File: config.mk
export PLATFORM = sky130hd
export DESIGN_NAME = axis_mash
export DESIGN_NICKNAME = d
export VERILOG_FILES = /design/src/rtl/axis_mash.sv
export SDC_FILE = /design/constraint.sdc
export NUM_CORES = 1
export LEC_CHECK = 0
export CAP_MARGIN = 20
export CORE_UTILIZATION = 40
export DETAILED_ROUTE_END_ITERATION = 8
export PLACE_DENSITY_LB_ADDON = 0.2
export SKIP_CTS_REPAIR_TIMING = 1
export SLEW_MARGIN = 15
export SYNTH_ARGS = -nofsm -noshare
export SYNTH_HDL_FRONTEND = slang
export SYNTH_SLANG_ARGS = --single-unit
File: constraint.sdc
create_clock -name aclk -period 5.8 [get_ports aclk]
set_clock_uncertainty 0.05 [all_clocks]
set_input_delay 1.16 -clock aclk [delete_from_list [all_inputs] [get_ports aclk]]
set_output_delay 1.16 -clock aclk [all_outputs]
set_load 0.005 [all_outputs]
File: src/rtl/axis_mash.sv
// rtl/axis_mash.sv - runtime-selectable 1..3 stage MASH delta-sigma modulator with AXI-Stream ports
module axis_mash #(
    parameter int WIDTH     = 16,
    parameter int OUT_WIDTH = 4
) (
    input  logic                 aclk,
    input  logic                 arst_n,
    input  logic [1:0]           mode,
    input  logic [WIDTH-1:0]     s_axis_data_tdata,
    input  logic                 s_axis_data_tvalid,
    output logic                 s_axis_data_tready,
    output logic [OUT_WIDTH-1:0] m_axis_data_tdata,
    output logic                 m_axis_data_tvalid,
    input  logic                 m_axis_data_tready
);
    // Per-stage accumulators and the carry history used for noise cancellation.
    logic [WIDTH-1:0]     acc1_q, acc1_d;
    logic [WIDTH-1:0]     acc2_q, acc2_d;
    logic [WIDTH-1:0]     acc3_q, acc3_d;
    logic                 c2_d1_q, c2_d1_d;
    logic                 c3_d1_q, c3_d1_d;
    logic                 c3_d2_q, c3_d2_d;
    logic [1:0]           mode_q;
    logic                 run_q;
    logic [OUT_WIDTH-1:0] tdata_q, tdata_d;
    logic                 tvalid_q, tvalid_d;

    logic                 mode_change;
    logic                 accept;
    logic [1:0]           stages;
    logic [WIDTH:0]       s1, s2, s3;
    logic                 c1, c2, c3;
    logic signed [3:0]    y;

    // A mode change restarts the modulator, so no sample may be taken on that edge.
    assign mode_change        = (mode != mode_q);
    assign s_axis_data_tready = run_q && !mode_change && (!tvalid_q || m_axis_data_tready);
    assign accept             = s_axis_data_tvalid && s_axis_data_tready;
    assign stages             = (mode_q == 2'd0) ? 2'd1 : mode_q;

    assign m_axis_data_tdata  = tdata_q;
    assign m_axis_data_tvalid = tvalid_q;

    // Cascaded stage sums: each stage integrates the previous stage's fresh residue.
    always_comb begin
        s1 = {1'b0, acc1_q} + {1'b0, s_axis_data_tdata};
        s2 = {1'b0, acc2_q} + {1'b0, s1[WIDTH-1:0]};
        s3 = {1'b0, acc3_q} + {1'b0, s2[WIDTH-1:0]};
        c1 = s1[WIDTH];
        c2 = (stages >= 2'd2) ? s2[WIDTH] : 1'b0;
        c3 = (stages == 2'd3) ? s3[WIDTH] : 1'b0;
        // Differentiated carries of the later stages cancel the earlier stages' error.
        // Delays of inactive stages stay at zero, so one expression covers every mode.
        y  = 4'(c1) + 4'(c2) - 4'(c2_d1_q) + 4'(c3)
           - {2'b00, c3_d1_q, 1'b0} + 4'(c3_d2_q);
    end

    // Next state: clear on mode change, advance only on an accepted sample.
    always_comb begin
        acc1_d  = acc1_q;
        acc2_d  = acc2_q;
        acc3_d  = acc3_q;
        c2_d1_d = c2_d1_q;
        c3_d1_d = c3_d1_q;
        c3_d2_d = c3_d2_q;
        tdata_d = tdata_q;
        tvalid_d = tvalid_q;
        if (mode_change) begin
            acc1_d  = '0;
            acc2_d  = '0;
            acc3_d  = '0;
            c2_d1_d = 1'b0;
            c3_d1_d = 1'b0;
            c3_d2_d = 1'b0;
        end else if (accept) begin
            acc1_d = s1[WIDTH-1:0];
            if (stages >= 2'd2) begin
                acc2_d  = s2[WIDTH-1:0];
                c2_d1_d = c2;
            end
            if (stages == 2'd3) begin
                acc3_d  = s3[WIDTH-1:0];
                c3_d2_d = c3_d1_q;
                c3_d1_d = c3;
            end
        end
        if (accept) begin
            tdata_d  = OUT_WIDTH'(y);
            tvalid_d = 1'b1;
        end else if (tvalid_q && m_axis_data_tready) begin
            tvalid_d = 1'b0;
        end
    end

    // State registers with asynchronous clear.
    always_ff @(posedge aclk or negedge arst_n) begin
        if (!arst_n) begin
            acc1_q   <= '0;
            acc2_q   <= '0;
            acc3_q   <= '0;
            c2_d1_q  <= 1'b0;
            c3_d1_q  <= 1'b0;
            c3_d2_q  <= 1'b0;
            mode_q   <= 2'd0;
            run_q    <= 1'b0;
            tdata_q  <= '0;
            tvalid_q <= 1'b0;
        end else begin
            acc1_q   <= acc1_d;
            acc2_q   <= acc2_d;
            acc3_q   <= acc3_d;
            c2_d1_q  <= c2_d1_d;
            c3_d1_q  <= c3_d1_d;
            c3_d2_q  <= c3_d2_d;
            mode_q   <= mode;
            run_q    <= 1'b1;
            tdata_q  <= tdata_d;
            tvalid_q <= tvalid_d;
        end
    end
endmodule

### Word-level counts from Yosys, hierarchy flattened

Cells that the tools add are included.

* add/subtract/negate cells: 8
* order comparisons: 1
* eq/ne operators: 2
* multiplexer cells: 22
* reduce and logical (&&, ||, !) cells: 14

Operator list (number)
* 16-bit 2-to-1 mux: 8
* 16-bit by 16-bit adder with 17-bit output: 3
* 1-bit 2-to-1 mux: 13
* 2-bit nonzero test: 4
* 3-bit by 2-bit adder with 4-bit output: 1
* 4-bit by 1-bit adder with 4-bit output: 1
* 1-bit logical AND: 4
* 2-bit AND reduction: 2
* 4-bit by 2-bit subtractor with 4-bit output: 1
* 2-bit by 1-bit subtractor with 3-bit output: 1
* 1-bit by 1-bit adder with 2-bit output: 1
* 2-bit equality test, second input constant: 1
* 2-bit >= comparator, second input constant: 1
* 1-bit logical NOT: 2
* 2-bit logical NOT: 1
* 2-bit 2-to-1 mux: 1
* 2-bit inequality test: 1
* 1-bit logical OR: 1

* bits in registers: 59
* word-level logic and storage cells: 57

### Logic depth before layout (Yosys ltp)

* depth in word-level cells: 9
* depth in mapped cells: 26
* gate-level depth less buffers: 24

### Worst setup path before layout

OpenSTA, ideal clock, no wires.

* path kind: input-to-reg
* start: in s_axis_data_tdata[0]
* end: reg tdata_q[2], in the netlist m_axis_data_tdata[2]
* arrival time: 5741 ps
* path slack: -119 ps
* stages: 25
* buffers on the path: 1
* path through: ha_1 fa_1 a211oi_1 o21ai_0 nand2_1 a21oi_1 xor2_1 ha_1 buf_2 and4_1 and2_1 and3_1 o41ai_2 xnor2_1 ha_1 a21oi_1 o21ai_0 a21o_1 a21oi_1 a21oi_1 fa_1 inv_1 ha_1 xor2_1 o21ai_0

* cells in the longest elaborated chain, start to end: 8
* elaborated cells between the ends (all ways): 10
* classes of those cells: add/sub: 8; mux: 2

Ends and longest elaborated chain
* from (decl): line 9 `input logic [WIDTH-1:0] s_axis_data_tdata,`
* 16-bit by 16-bit adder with 17-bit output (*): line 46 `s1 = {1'b0, acc1_q} + {1'b0, s_axis_data_tdata};`
* branches (longest 4 deep; another with 16-bit by 16-bit adder with 17-bit output)
* 3-bit by 2-bit adder with 4-bit output (*): line 54 `y = 4'(c1) + 4'(c2) - 4'(c2_d1_q) + 4'(c3)`
* 4-bit by 2-bit subtractor with 4-bit output (*): line 55 `- {2'b00, c3_d1_q, 1'b0} + 4'(c3_d2_q);`
* 4-bit by 1-bit adder with 4-bit output (*): line 55
* to (signal assigned): line 117 `tdata_q <= tdata_d;`
* to (decl): line 25 `logic [OUT_WIDTH-1:0] tdata_q, tdata_d;`

Mark *: on every way between the ends.
A chain may end at the register's enable or synchronous reset.

### Worst setup path in the final report

* start: in s_axis_data_tdata[4]
* end: reg tdata_q[2], in the netlist m_axis_data_tdata[2]

Same word-level chain as after synthesis.

==> run summary <==
The flop and latch count out of synthesis came out at 59. The overall die height is 111 um. The aggregate global-route resource usage is 0.217. The final clock period utilization by the worst path is 0.978. The slack of the worst reg-to-reg path is 0.73 ns. The area growth from synthesis to final layout is 41.5%. The insertion delay of the later-clocked pin in the worst-skew pair is around 0.34 ns. The startpoint of the worst register-to-register path is acc1_q[0]$_DFFE_PN0P_. The met3 usage came out at 0.0383. The residual antenna-violating net count after detailed routing came out at 0. Yosys mapped a number of flops with a built-in enable equal to 0. After routing the design area is 6700 um2. In the global route stage, met2 resource usage came out at 0.368. The worst-case reg-to-reg path depth came out at 24. Yosys mapped the design onto 54 distinct sky130hd cell types.

The tightest slew margin relative to the limit is 0.333. TritonCTS built the clock tree. The startpoint type of the worst setup path is a primary input. The multi-input gate area in the final layout is between 3000 and 4000 um2. The pin count of the biggest net entering global routing is 60.

From left edge to right edge, the die measures 111 um. The share of async-settable or async-resettable flops after synthesis is 1.00. The worst-path maximum fanout is 4. The number of optimization iterations in the first detailed-route pass is 4. Once layout is complete, the utilization of the core stands at 0.584. Setup violations remaining at the end of the flow were counted as 0.

The number of failing hold endpoints at the final stage came out at 0. VDD sags by at most 0.156 mV. The clock tree root buffer cell is sky130_fd_sc_hd__clkbuf_16. The post-DP HPWL is 9750 um. The number of buffers and inverters on the critical path is 3. The clock-pin slew reported for the worst setup and hold paths after clock tree synthesis is 0.06 ns. The initial standard-cell utilization of the core came out at 0.413. By instance count, the cell type seen most on the critical path is sky130_fd_sc_hd__a21oi_2. The count of pins on the block boundary is 28.

The worst hold path belongs to the class flip-flop to flip-flop. For the pin with the worst max-slew slack, the measured transition is 0.997 ns. The first routing iteration left between 150 and 200 violations. The residual overflow from global routing is 0. The area of the die is 12300 um2. The most critical setup path has its startpoint at s_axis_data_tdata[4]. The signal on the critical path passes through clkdlybuf4s50_1 > ha_4 > nor2_1 > o21ai_2 > buf_6 > a41oi_4 > xnor2_2 > ha_4 > and4_1 > and2_1 > and3_4 > o41ai_4 > xnor2_2 > ha_1 > a21oi_2 > o21ai_1 > a21o_1 > a21oi_2 > a21oi_2 > fa_2 > inv_1 > ha_1 > xor2_1 > o21ai_0. The leading area contributor after synthesis is sky130_fd_sc_hd__dfrtp_1. The detailed router placed 4558 vias in this run. sky130_fd_sc_hd__nand2_1 is the most common cell in the netlist. The post-synthesis instance area is 4740 um2. The net count of the mapped netlist came out at 627. The placeable core area is 11500 um2. The Yosys step of the flow raised 0 warnings.

Synthesis produced 543 cells. The power density relative to cell area is between 150 and 200 nW/um2. In this run the critical register-to-register path is captured at m_axis_data_tdata[2]$_DFFE_PN0P_. Dividing the detail-routed via count by the number of cells gives between 5 and 6. The first-pass GRT wire length is 21400 um.

The worst path required time is just under 6 ns. Among cell families on the critical path, the largest total delay comes from adder cells. The number of buffers inserted by port buffering is 27. In the final routed layout, each cell accounts on average for 16.0 um. Summing all placed instances gives a cell area of 6030 um2. The post-route minimum period came out at 5.67 ns. The mean area per synthesized cell is 8.72 um2. The most heavily used metal layer in global routing is met2. The commonest cells after synthesis are sky130_fd_sc_hd__nand2_1 (63), sky130_fd_sc_hd__dfrtp_1 (59), sky130_fd_sc_hd__ha_1 (57).

The arrival time reported for the critical path endpoint is around 5.8 ns. The proportion of layout cells with a drive suffix above 1 is 0.288. The total of fill cells in the finished design is 954. CTS built an H-tree with a depth of 3. In the global route stage, met1 resource usage came out at 0.282. The weighted congestion at the end of routability-driven global placement is 0.888. The highest achievable clock rate came out at 176 MHz. The run finished with clean final reports. The number of global-route vias before repair came to 4473. The max-cap violation count came out at 0. The worst setup path is captured at a flip-flop. The total routed wirelength is 13400 um. The number of clock sinks came out at 59. The critical path runs through a total of 24 cells. The end point of the critical path is m_axis_data_tdata[2]$_DFFE_PN0P_. The reported leakage power is 0.00330 uW.

The maximum root-to-sink buffer count came out at 2. The worst setup path is of the primary input to flip-flop kind. The sequential cell area fraction in the yosys report came out at 0.312. The top-area cell type share of the netlist area is 0.312.

0 antenna diodes ended up in the layout. The highest-delay cell along the critical path is sky130_fd_sc_hd__clkdlybuf4s50_1. Sorting the synthesized cells by area gives the leading types as sky130_fd_sc_hd__dfrtp_1 (31%), sky130_fd_sc_hd__ha_1 (15%), sky130_fd_sc_hd__a21oi_1 (5.4%). The final number of max-transition violations came out at 0. In the final layout, flip-flops and latches occupy 1480 um2. The number of remaining DRC errors came out at 0. The CTS buffer count came out at 9. For this run, the slowest stage of the critical path takes 0.45 ns.

The total number of placement rows is 39. The initial antenna violation count came out at 0. Setup repair after global routing could not meet its margin everywhere.

The most used flip-flop cell after synthesis is sky130_fd_sc_hd__dfrtp_1. The number of nets in the finished design is just under 800.
==> power by group <==
| part | total (uW) | switching, uW | internal (uW) |
|---|---|---|---|
| Sequential | 428 | 7.56 | 421 |
| Combinational | 384 | 193 | 191 |
| Clock | 520 | 215 | 305 |
| Total | 1330 | 416 | 917 |
==> final cells by class <==
class | count | share of cell area
repair buffers | 156 | 0.187
clock inverters | 6 | 0.00709
clock buffers | 10 | 0.0357
well taps | 143 | 0.0267
flip-flops and latches | 59 | 0.220
inverters | 16 | 0.00896
multi-input cells | 448 | 0.515
==> stage by stage <==
step | hold WS, ns | setup slack (ns) | cells | setup TNS (ns) | power [uW]
6_report | 0.435 | 0.129 | 838 | 0 | 1330
5_1_grt | 0.451 | -0.0541 | 838 | -0.0865 | 1390
4_1_cts | 0.442 | -0.452 | 832 | -1.51 | 1310
3_5_place_dp | 0.426 | -0.753 | 816 | -3.44 | 781
3_3_place_gp | 0.417 | -0.759 | 816 | -3.34 | 776
2_1_floorplan | 0.403 | 0.0442 | 543 | 0 | 613
==> how the worst min path moves through the flow <==
| stage | startpoint | endpoint | depth (start not counted) |
|---|---|---|---|
| after detailed placement | m_axis_data_tdata[3]$_DFFE_PN0P_ | m_axis_data_tdata[3]$_DFFE_PN0P_ | 1 |
| after global placement | m_axis_data_tdata[3]$_DFFE_PN0P_ | m_axis_data_tdata[3]$_DFFE_PN0P_ | 1 |
| final | m_axis_data_tdata[0]$_DFFE_PN0P_ | m_axis_data_tdata[0]$_DFFE_PN0P_ | 2 |
| after CTS | acc1_q[12]$_DFFE_PN0P_ | acc1_q[12]$_DFFE_PN0P_ | 2 |
| after floorplan | acc1_q[12]$_DFFE_PN0P_ | acc1_q[12]$_DFFE_PN0P_ | 2 |
| after global routing | m_axis_data_tdata[2]$_DFFE_PN0P_ | m_axis_data_tdata[2]$_DFFE_PN0P_ | 2 |
==> metal layers <==
layer,up-vias,wire length (um)
li1,2283,-
met1,2197,6380
met2,64,6510
met3,14,328
met4,0,154
met5,-,0
==> logic make-up (layout without fill, tap and decap cells) <==
logic type | count (synthesis) | after routing | synth area share
DFF | 59 | 59 | 0.312
and+or+nand+nor | 166 | 166 | 0.165
muxes | 2 | 2 | 0.00476
buffers and inverters | 36 | 188 | 0.0296
xor gates and xnor gates | 31 | 31 | 0.0589
AOI/OAI and AO/OA | 186 | 186 | 0.257
other | 1 | 1 | 0.000792
adders and majority gates | 62 | 62 | 0.172
==> cell usage in the layout (no fill, tap or decap), types with 6 or more instances in the layout <==
cell type                         synthesis  final
sky130_fd_sc_hd__a21o_1                  18     18
sky130_fd_sc_hd__a21oi_1                 51     44
sky130_fd_sc_hd__a21oi_2                  0      6
sky130_fd_sc_hd__a22o_1                  21     21
sky130_fd_sc_hd__a31oi_1                  6      6
sky130_fd_sc_hd__and2_1                   6      6
sky130_fd_sc_hd__buf_4                    0    128
sky130_fd_sc_hd__clkbuf_16                0      9
sky130_fd_sc_hd__clkdlybuf4s50_1          0     21
sky130_fd_sc_hd__dfrtp_1                 59     59
sky130_fd_sc_hd__ha_1                    57     46
sky130_fd_sc_hd__ha_4                     0     11
sky130_fd_sc_hd__inv_1                   16     16
sky130_fd_sc_hd__nand2_1                 63     62
sky130_fd_sc_hd__nand3_1                 16     16
sky130_fd_sc_hd__nor2_1                  43     43
sky130_fd_sc_hd__o21a_1                   8      8
sky130_fd_sc_hd__o21ai_0                 43     33
sky130_fd_sc_hd__o21ai_2                  1      8
sky130_fd_sc_hd__or3_1                    7      7
sky130_fd_sc_hd__xnor2_1                 15     11
sky130_fd_sc_hd__xor2_1                  15     14
==> registers in the layout, indices dropped and copies added, names as in the netlist <==
register and flops:
acc1_q 16, acc2_q 16, acc3_q 16, m_axis_data_tdata 4, mode_q 2, c2_d1_q 1
c3_d1_q 1, c3_d2_q 1, m_axis_data_tvalid 1, run_q 1
==> worst min-delay path: stages (launching register included) <==
cell and delay, ns:
sky130_fd_sc_hd__dfrtp_1 0.35, sky130_fd_sc_hd__nand2_1 0.05, sky130_fd_sc_hd__nand2_1 0.06
Note: power is estimated with default switching activity, not from simulation.
